File: src/rtl/wb_arbiter.sv
// Two-requester register-file writeback arbiter: one buffered entry per requester, oldest-first grant,
// registered write port and decode hazard query. Optional macro WB_ARB_RR_EN: round-robin same-edge tie break.
module wb_arbiter (
    input  logic        clk,
    input  logic        reset,
    input  logic        a_valid,
    output logic        a_ready,
    input  logic [4:0]  a_addr,
    input  logic [31:0] a_data,
    input  logic        b_valid,
    output logic        b_ready,
    input  logic [4:0]  b_addr,
    input  logic [31:0] b_data,
    output logic        we,
    output logic [4:0]  wa,
    output logic [31:0] wdata,
    input  logic [4:0]  ra1,
    input  logic [4:0]  ra2,
    output logic        pend1,
    output logic        pend2
);

    logic        a_full_r, a_age_r, b_full_r, b_age_r;
    logic [4:0]  a_addr_r, b_addr_r;
    logic [31:0] a_data_r, b_data_r;
    logic        we_r;
    logic [4:0]  wa_r;
    logic [31:0] wdata_r;

    logic a_grant_s, b_grant_s, tie_s, tie_b_wins_s;
    logic a_load_s, b_load_s, a_full_n_s, b_full_n_s, a_age_n_s, b_age_n_s;
    logic pend1_s, pend2_s;

`ifdef WB_ARB_RR_EN
    logic rr_b_r;

    // Round-robin pointer: after a tie grant, the other requester wins the next tie.
    always_ff @(posedge clk) begin
        if (reset) begin
            rr_b_r <= 1'b0;
        end else if (tie_s) begin
            rr_b_r <= a_grant_s;
        end else begin
            rr_b_r <= rr_b_r;
        end
    end

    assign tie_b_wins_s = rr_b_r;
`else
    assign tie_b_wins_s = 1'b0;
`endif

    // Grant selection: older entry first, same-age tie resolved by tie_b_wins_s.
    always_comb begin
        a_grant_s = 1'b0;
        b_grant_s = 1'b0;
        tie_s     = 1'b0;
        if (a_full_r && b_full_r) begin
            if (a_age_r) begin
                a_grant_s = 1'b1;
            end else if (b_age_r) begin
                b_grant_s = 1'b1;
            end else begin
                tie_s     = 1'b1;
                a_grant_s = !tie_b_wins_s;
                b_grant_s = tie_b_wins_s;
            end
        end else if (a_full_r) begin
            a_grant_s = 1'b1;
        end else if (b_full_r) begin
            b_grant_s = 1'b1;
        end else begin
            a_grant_s = 1'b0;
            b_grant_s = 1'b0;
        end
    end

    assign a_ready = !a_full_r || a_grant_s;
    assign b_ready = !b_full_r || b_grant_s;

    // Transfers to x0 complete the handshake but never occupy a buffer.
    assign a_load_s   = a_valid && a_ready && (a_addr != 5'd0);
    assign b_load_s   = b_valid && b_ready && (b_addr != 5'd0);
    assign a_full_n_s = a_load_s || (a_full_r && !a_grant_s);
    assign b_full_n_s = b_load_s || (b_full_r && !b_grant_s);

    // Age update: a newly loaded entry is younger than one that stays buffered.
    always_comb begin
        a_age_n_s = a_age_r;
        b_age_n_s = b_age_r;
        if (a_full_n_s && b_full_n_s) begin
            if (a_load_s && b_load_s) begin
                a_age_n_s = 1'b0;
                b_age_n_s = 1'b0;
            end else if (a_load_s) begin
                a_age_n_s = 1'b0;
                b_age_n_s = 1'b1;
            end else if (b_load_s) begin
                a_age_n_s = 1'b1;
                b_age_n_s = 1'b0;
            end else begin
                a_age_n_s = a_age_r;
                b_age_n_s = b_age_r;
            end
        end else begin
            a_age_n_s = 1'b0;
            b_age_n_s = 1'b0;
        end
    end

    // Buffer state and registered write-port drive.
    always_ff @(posedge clk) begin
        if (reset) begin
            a_full_r <= 1'b0;
            b_full_r <= 1'b0;
            a_age_r  <= 1'b0;
            b_age_r  <= 1'b0;
            a_addr_r <= 5'd0;
            b_addr_r <= 5'd0;
            a_data_r <= 32'd0;
            b_data_r <= 32'd0;
            we_r     <= 1'b0;
            wa_r     <= 5'd0;
            wdata_r  <= 32'd0;
        end else begin
            a_full_r <= a_full_n_s;
            b_full_r <= b_full_n_s;
            a_age_r  <= a_age_n_s;
            b_age_r  <= b_age_n_s;
            if (a_load_s) begin
                a_addr_r <= a_addr;
                a_data_r <= a_data;
            end else begin
                a_addr_r <= a_addr_r;
                a_data_r <= a_data_r;
            end
            if (b_load_s) begin
                b_addr_r <= b_addr;
                b_data_r <= b_data;
            end else begin
                b_addr_r <= b_addr_r;
                b_data_r <= b_data_r;
            end
            we_r <= a_grant_s || b_grant_s;
            if (a_grant_s) begin
                wa_r    <= a_addr_r;
                wdata_r <= a_data_r;
            end else if (b_grant_s) begin
                wa_r    <= b_addr_r;
                wdata_r <= b_data_r;
            end else begin
                wa_r    <= wa_r;
                wdata_r <= wdata_r;
            end
        end
    end

    // Hazard query: a register is pending while buffered or being written this cycle.
    always_comb begin
        pend1_s = 1'b0;
        pend2_s = 1'b0;
        if (ra1 != 5'd0) begin
            pend1_s = (a_full_r && (a_addr_r == ra1)) || (b_full_r && (b_addr_r == ra1)) ||
                      (we_r && (wa_r == ra1));
        end else begin
            pend1_s = 1'b0;
        end
        if (ra2 != 5'd0) begin
            pend2_s = (a_full_r && (a_addr_r == ra2)) || (b_full_r && (b_addr_r == ra2)) ||
                      (we_r && (wa_r == ra2));
        end else begin
            pend2_s = 1'b0;
        end
    end

    assign we    = we_r;
    assign wa    = wa_r;
    assign wdata = wdata_r;
    assign pend1 = pend1_s;
    assign pend2 = pend2_s;

endmodule

File: config.mk
export PLATFORM = sky130hd
export DESIGN_NAME = wb_arbiter
export DESIGN_NICKNAME = d
export VERILOG_FILES = /design/src/rtl/wb_arbiter.sv
export SDC_FILE = /design/constraint.sdc
export NUM_CORES = 1
export LEC_CHECK = 0
export BUFFER_PORTS_ARGS = -buffer_cell sky130_fd_sc_hd__buf_4
export CAP_MARGIN = 20
export CORE_ASPECT_RATIO = 0.7
export CORE_UTILIZATION = 49
export CTS_BUF_LIST = sky130_fd_sc_hd__clkbuf_4
export CTS_CLUSTER_SIZE = 28
export DETAILED_ROUTE_END_ITERATION = 16
export PLACE_DENSITY_LB_ADDON = 0.3
export SLEW_MARGIN = 15
export SYNTH_ARGS = -nofsm -noshare
export SYNTH_HDL_FRONTEND = slang
export SYNTH_SLANG_ARGS = --single-unit
File: constraint.sdc
create_clock -name clk -period 1.4 [get_ports clk]
set_input_delay 0.07 -clock clk [delete_from_list [all_inputs] [get_ports clk]]
set_output_delay 0.07 -clock clk [all_outputs]
set_load 0.005 [all_outputs]
Word-level counts from Yosys, hierarchy flattened
Cells that the tools add are included.
- bits in registers: 116
- word-level logic and storage cells: 71
- input port bits: 88
- output and inout port bits: 42
- equal/unequal tests: 6
- mux-type cells: 17
- bitwise operators: 1
- reductions and logical operators: 36
- operator list (kind ; count):
    2-to-1 mux 32 bit ; 2
    equality test 5 bit ; 6
    nonzero test 5 bit ; 4
    logical AND 1 bit ; 15
    2-to-1 mux 1 bit ; 13
    2-to-1 mux 5 bit ; 2
    logical OR 1 bit ; 9
    logical NOT 1 bit ; 4
    nonzero test 2 bit ; 2
    OR reduction 4 bit ; 1
    OR reduction 3 bit ; 1
    inverter 1 bit ; 1

Depth between registers and ports, before layout
- depth after elaboration: 10
- mapped depth: 7
- depth with buffers taken out: 4

Worst setup path before layout
Ideal clock, no wire load.
- kind: reg2reg
- start: register b_full_r
- end: register wdata_r[5] (netlist: wdata[5])
- clock period less this slack: 1.529 ns
- data arrival time: 1.400 ns
- stages on the path, launching flop included: 8
- setup time: 0.129 ns
- path slack: -0.129 ns
- data required time: 1.271 ns
- buffers on the path: 3
- path through: dfxtp_1 -> buf_2 -> inv_1 -> o21ai_0 -> buf_2 -> buf_2 -> mux2i_1 -> o21ai_0
- cells in the longest elaborated chain, start to end: 4
- elaborated cells between the ends (all ways): 7
- classes of those cells: mux (5); reduce/logical (2)
- ends and longest elaborated chain (what ; RTL line ; text):
    start: declaration ; 23 ; logic a_full_r, a_age_r, b_full_r, b_age_r;
    start signal: assignment ; 127 ; b_full_r <= b_full_n_s;
    2-to-1 mux 1 bit ; 70 ; end else if (b_full_r) begin
    2-to-1 mux 1 bit ; 68 ; end else if (a_full_r) begin
    2-to-1 mux 1 bit ; 58 ; if (a_full_r && b_full_r) begin
    nonzero test 2 bit (no line) ; n/a ;
    end signal: assignment ; 147 ; wdata_r <= a_data_r;
    end signal: assignment ; 150 ; wdata_r <= b_data_r;
    end signal: assignment ; 153 ; wdata_r <= wdata_r;
    end: declaration ; 28 ; logic [31:0] wdata_r;
Several ways; a longest one is shown, not always the timed one.
A chain may end at the register's enable or synchronous reset.

Worst setup path in the final report
- start: register b_addr_r[2]
- end: output port pend1
- cells in the longest elaborated chain, start to end: 5
- ends and longest elaborated chain (what ; RTL line ; text):
    start: declaration ; 24 ; logic [4:0] a_addr_r, b_addr_r;
    start signal: assignment ; 138 ; b_addr_r <= b_addr;
    start signal: assignment ; 141 ; b_addr_r <= b_addr_r;
    equality test 5 bit ; 163 ; pend1_s = (a_full_r && (a_addr_r == ra1)) || (b_full_r && (b_addr_r == ra1)) ||
    logical AND 1 bit ; 163 ;
    logical OR 1 bit (2 in series) ; 163 ;
    2-to-1 mux 1 bit ; 162 ; if (ra1 != 5'd0) begin
    end: declaration ; 19 ; output logic pend1,
Every way passes these cells.

==> metrics <==
status=complete, but fails checks; failing checks=setup timing; final net count=860; CTS tree=done; flop2flop setup slack=-0.32 ns; TritonCTS Buffers=17; Top FF cell, synth=dfxtp_1; P_leak=0.00362 uW; FF-to-FF path depth=8; root buf cell=clkbuf_4; Iter 0 DRT Violations=518; DR vias=5633; Routed WL=22.5 mm; Syn. warnings=0; RSZ-0062 raised after global routing=yes; Diodes inserted=0; share of the clock period used by the worst path=145%; max_slew headroom=50.0%; Final Core Density=90.9%; Avg Cell Area, Syn=9.09 um2; initial antenna violation count=0; Max Root-Sink Buffers=2; Sw Pwr=2430 uW; critical path required time=1.33 ns; Port-buffer cells=129; drc violations=0; Pwr Total=8040 uW; Pre-antenna DRT Iters=8; Reg-to-Reg End=a_data_r[21]$_SDFFE_PP0P_; Avg WL per Cell=24.8 um; Core Region=9250 um2; crit path kind=reg -> out; ys async rst share=0%; Setup WS pre-CTS=-0.228 ns; routability cong.=0.911; top cell type by total area after synthesis=dfxtp_1; final setup margin=-0.635 ns; Initial Utilization=51.5%; syn_nets=612; Die Wd=120 um; hold path cells=5; Layout area overhead=76.6%; antenna-violating nets left=0; Hold Fails Final Rpt=0; top post-synthesis cells by count=dfxtp_1 (116), o21ai_0 (75), mux2i_1 (71), nand2_1 (46), a21oi_1 (42); Detail Placement HPWL=9.30 mm; post-synthesis sequential area ratio=48.8%; hold path endpoint=a_age_r$_SDFFE_PP0P_; die height=84.5 um; Die ar.=10100 um2; Max Cap Viol=0; all-layer global routing usage=33.0%; Arrival @ worst endpoint=1.96 ns; Switching Share=30.2%; Worst R2R Start=b_full_r$_SDFF_PP0_; P per Cell Area=956 nW/um2; Worst Setup Start Kind=register; FMAX=491 MHz; total gr overflow=0; worst min path class=in -> reg; clock sinks=116; largest net degree at the start of global routing=34; area share of the largest cell type after synthesis=48.8%; H-tree levels=4; top-count cell post-synth=dfxtp_1; number of synthesized flops with an enable pin=0; Area contributors post-synth=dfxtp_1 (49%), mux2i_1 (15%), o21ai_0 (7.9%); worst slew pin tran=0.750 ns; clock slew at reported path FFs=0.11 ns; fin. max-slew vios=0; row count=29; Setup violations, final=118; post-synthesis cell area=4760 um2; I/O pin cnt=130; Worst Hold Launch=b_valid; first-pass GRT wire length=25.4 mm; Worst IR Drop VDD=959 uV; layout cells sized above 1=44.1%; vias in the first global route=5003; clock share of power=32.8%; vias per cell=6.20; Flop pwr share=45.4%; Worst Setup End Kind=output port; Internal Power=5610 uW; minimum clock period=2.03 ns; Post-Syn Instances=524; crit-path max FO=4; Synth cell types=28; Skew-Pair Late Insertion Delay=0.58 ns; clk_skew=0.0180 ns; combinational fraction of design power=21.8%; Seq cells post-synth=116
-- through the flow --
step / cells / setup TNS [ns] / cell area (um2) / hold slack [ns]
after floorplan: 524 / -0.320 / 4790 / 0.206
after global placement: 761 / -5.61 / 6010 / 0.301
after detailed placement: 761 / -6.95 / 6010 / 0.309
after CTS: 882 / -3.33 / 7390 / 0.0911
after global routing: 908 / -22.51 / 8410 / 0.0862
final: 908 / -19.90 / 8410 / 0.0951
-- cell families after synthesis --
group | count (synthesis) | synth area share, %
AND/OR/NAND/NOR | 140 | 13.1
AO/OA/AOI/OAI | 125 | 13.7
flip-flops | 116 | 48.8
multiplexers | 71 | 14.9
buffers and inverters | 42 | 3.97
XOR/XNOR | 30 | 5.52
-- critical path: stages, from the launching register on --
cell and delay, ns:
dfxtp_1 0.47, xor2_1 0.13, nor4_1 0.40, a32oi_1 0.09, a21oi_1 0.17, buf_4 0.13
-- sequential cells by signal (all words and copies together), names as in the netlist --
| register | count |
|---|---|
| a_addr_r | 5 |
| a_age_r | 1 |
| a_data_r | 32 |
| a_full_r | 1 |
| b_addr_r | 5 |
| b_age_r | 1 |
| b_data_r | 32 |
| b_full_r | 1 |
| wa | 5 |
| wdata | 32 |
| we | 1 |
-- power groups by stage --
stage / logic [uW] / registers, uW / clock network, uW
after floorplan: 503 / 3640 / 0
after global placement: 941 / 3660 / 0
after detailed placement: 971 / 3670 / 0
after CTS: 1270 / 3600 / 2470
after global routing: 1810 / 3660 / 2750
final: 1750 / 3650 / 2640
-- final cells by class --
type                       count  area (um2)
tap                          124         155
clock buffer                  18         135
sequential                   116        2350
clock inverter                13         141
multi-input combinational    366        2960
timing repair buffer         269        2660
fill                         342         841
inverter                       2        7.51
-- layer usage --
layer / track usage, % / up-vias / wire length, um
met4: 16.3 / 0 / 1370
li1: - / 2332 / -
met2: 53.8 / 482 / 10400
met5: 0 / - / 0
met1: 39.8 / 2679 / 8270
met3: 9.99 / 140 / 2430
-- cell usage in the layout, fill, tap and decap left out, types with 14 or more instances in the layout --
master,netlist,routed
nor2_1,40,40
xor2_1,25,23
o21ai_2,0,22
nand3_1,36,15
buf_4,2,147
o21ai_1,1,47
mux2i_1,71,58
dfxtp_1,116,102
dlygate4sd3_1,0,76
buf_6,2,19
clkbuf_4,0,18
a21oi_2,0,28
a21oi_1,42,14
nand3_4,0,15
nand2_1,46,38
-- worst max path at each step --
stage	slack [ns]	startpoint	endpoint	depth (start not counted)
global placement	-0.18	a_addr[0]	a_data_r[28]$_SDFFE_PP0P_	6
detailed placement	-0.23	a_addr[0]	a_data_r[0]$_SDFFE_PP0P_	6
finish	-0.63	b_addr_r[2]$_SDFFE_PP0P_	pend1	5
global route	-0.73	a_addr_r[3]$_SDFFE_PP0P_	pend2	5
floorplan	-0.06	a_full_r$_SDFF_PP0_	a_addr_r[1]$_SDFFE_PP0P_	7
CTS	-0.48	wa[0]$_SDFFE_PP0P_	pend1	5
-- timing repair --
| item | in CTS | in global routing |
|---|---|---|
| setup endpoints to repair | 42 | 112 |
| pin swaps | 6 | 84 |
| hold endpoints to repair | 78 | 0 |
| resized for setup | 27 | 247 |
| buffers inserted | 7 | 21 |
| cloned | 7 | 9 |
| hold buffers | 76 | 0 |
(Power assumes the default switching activity.)
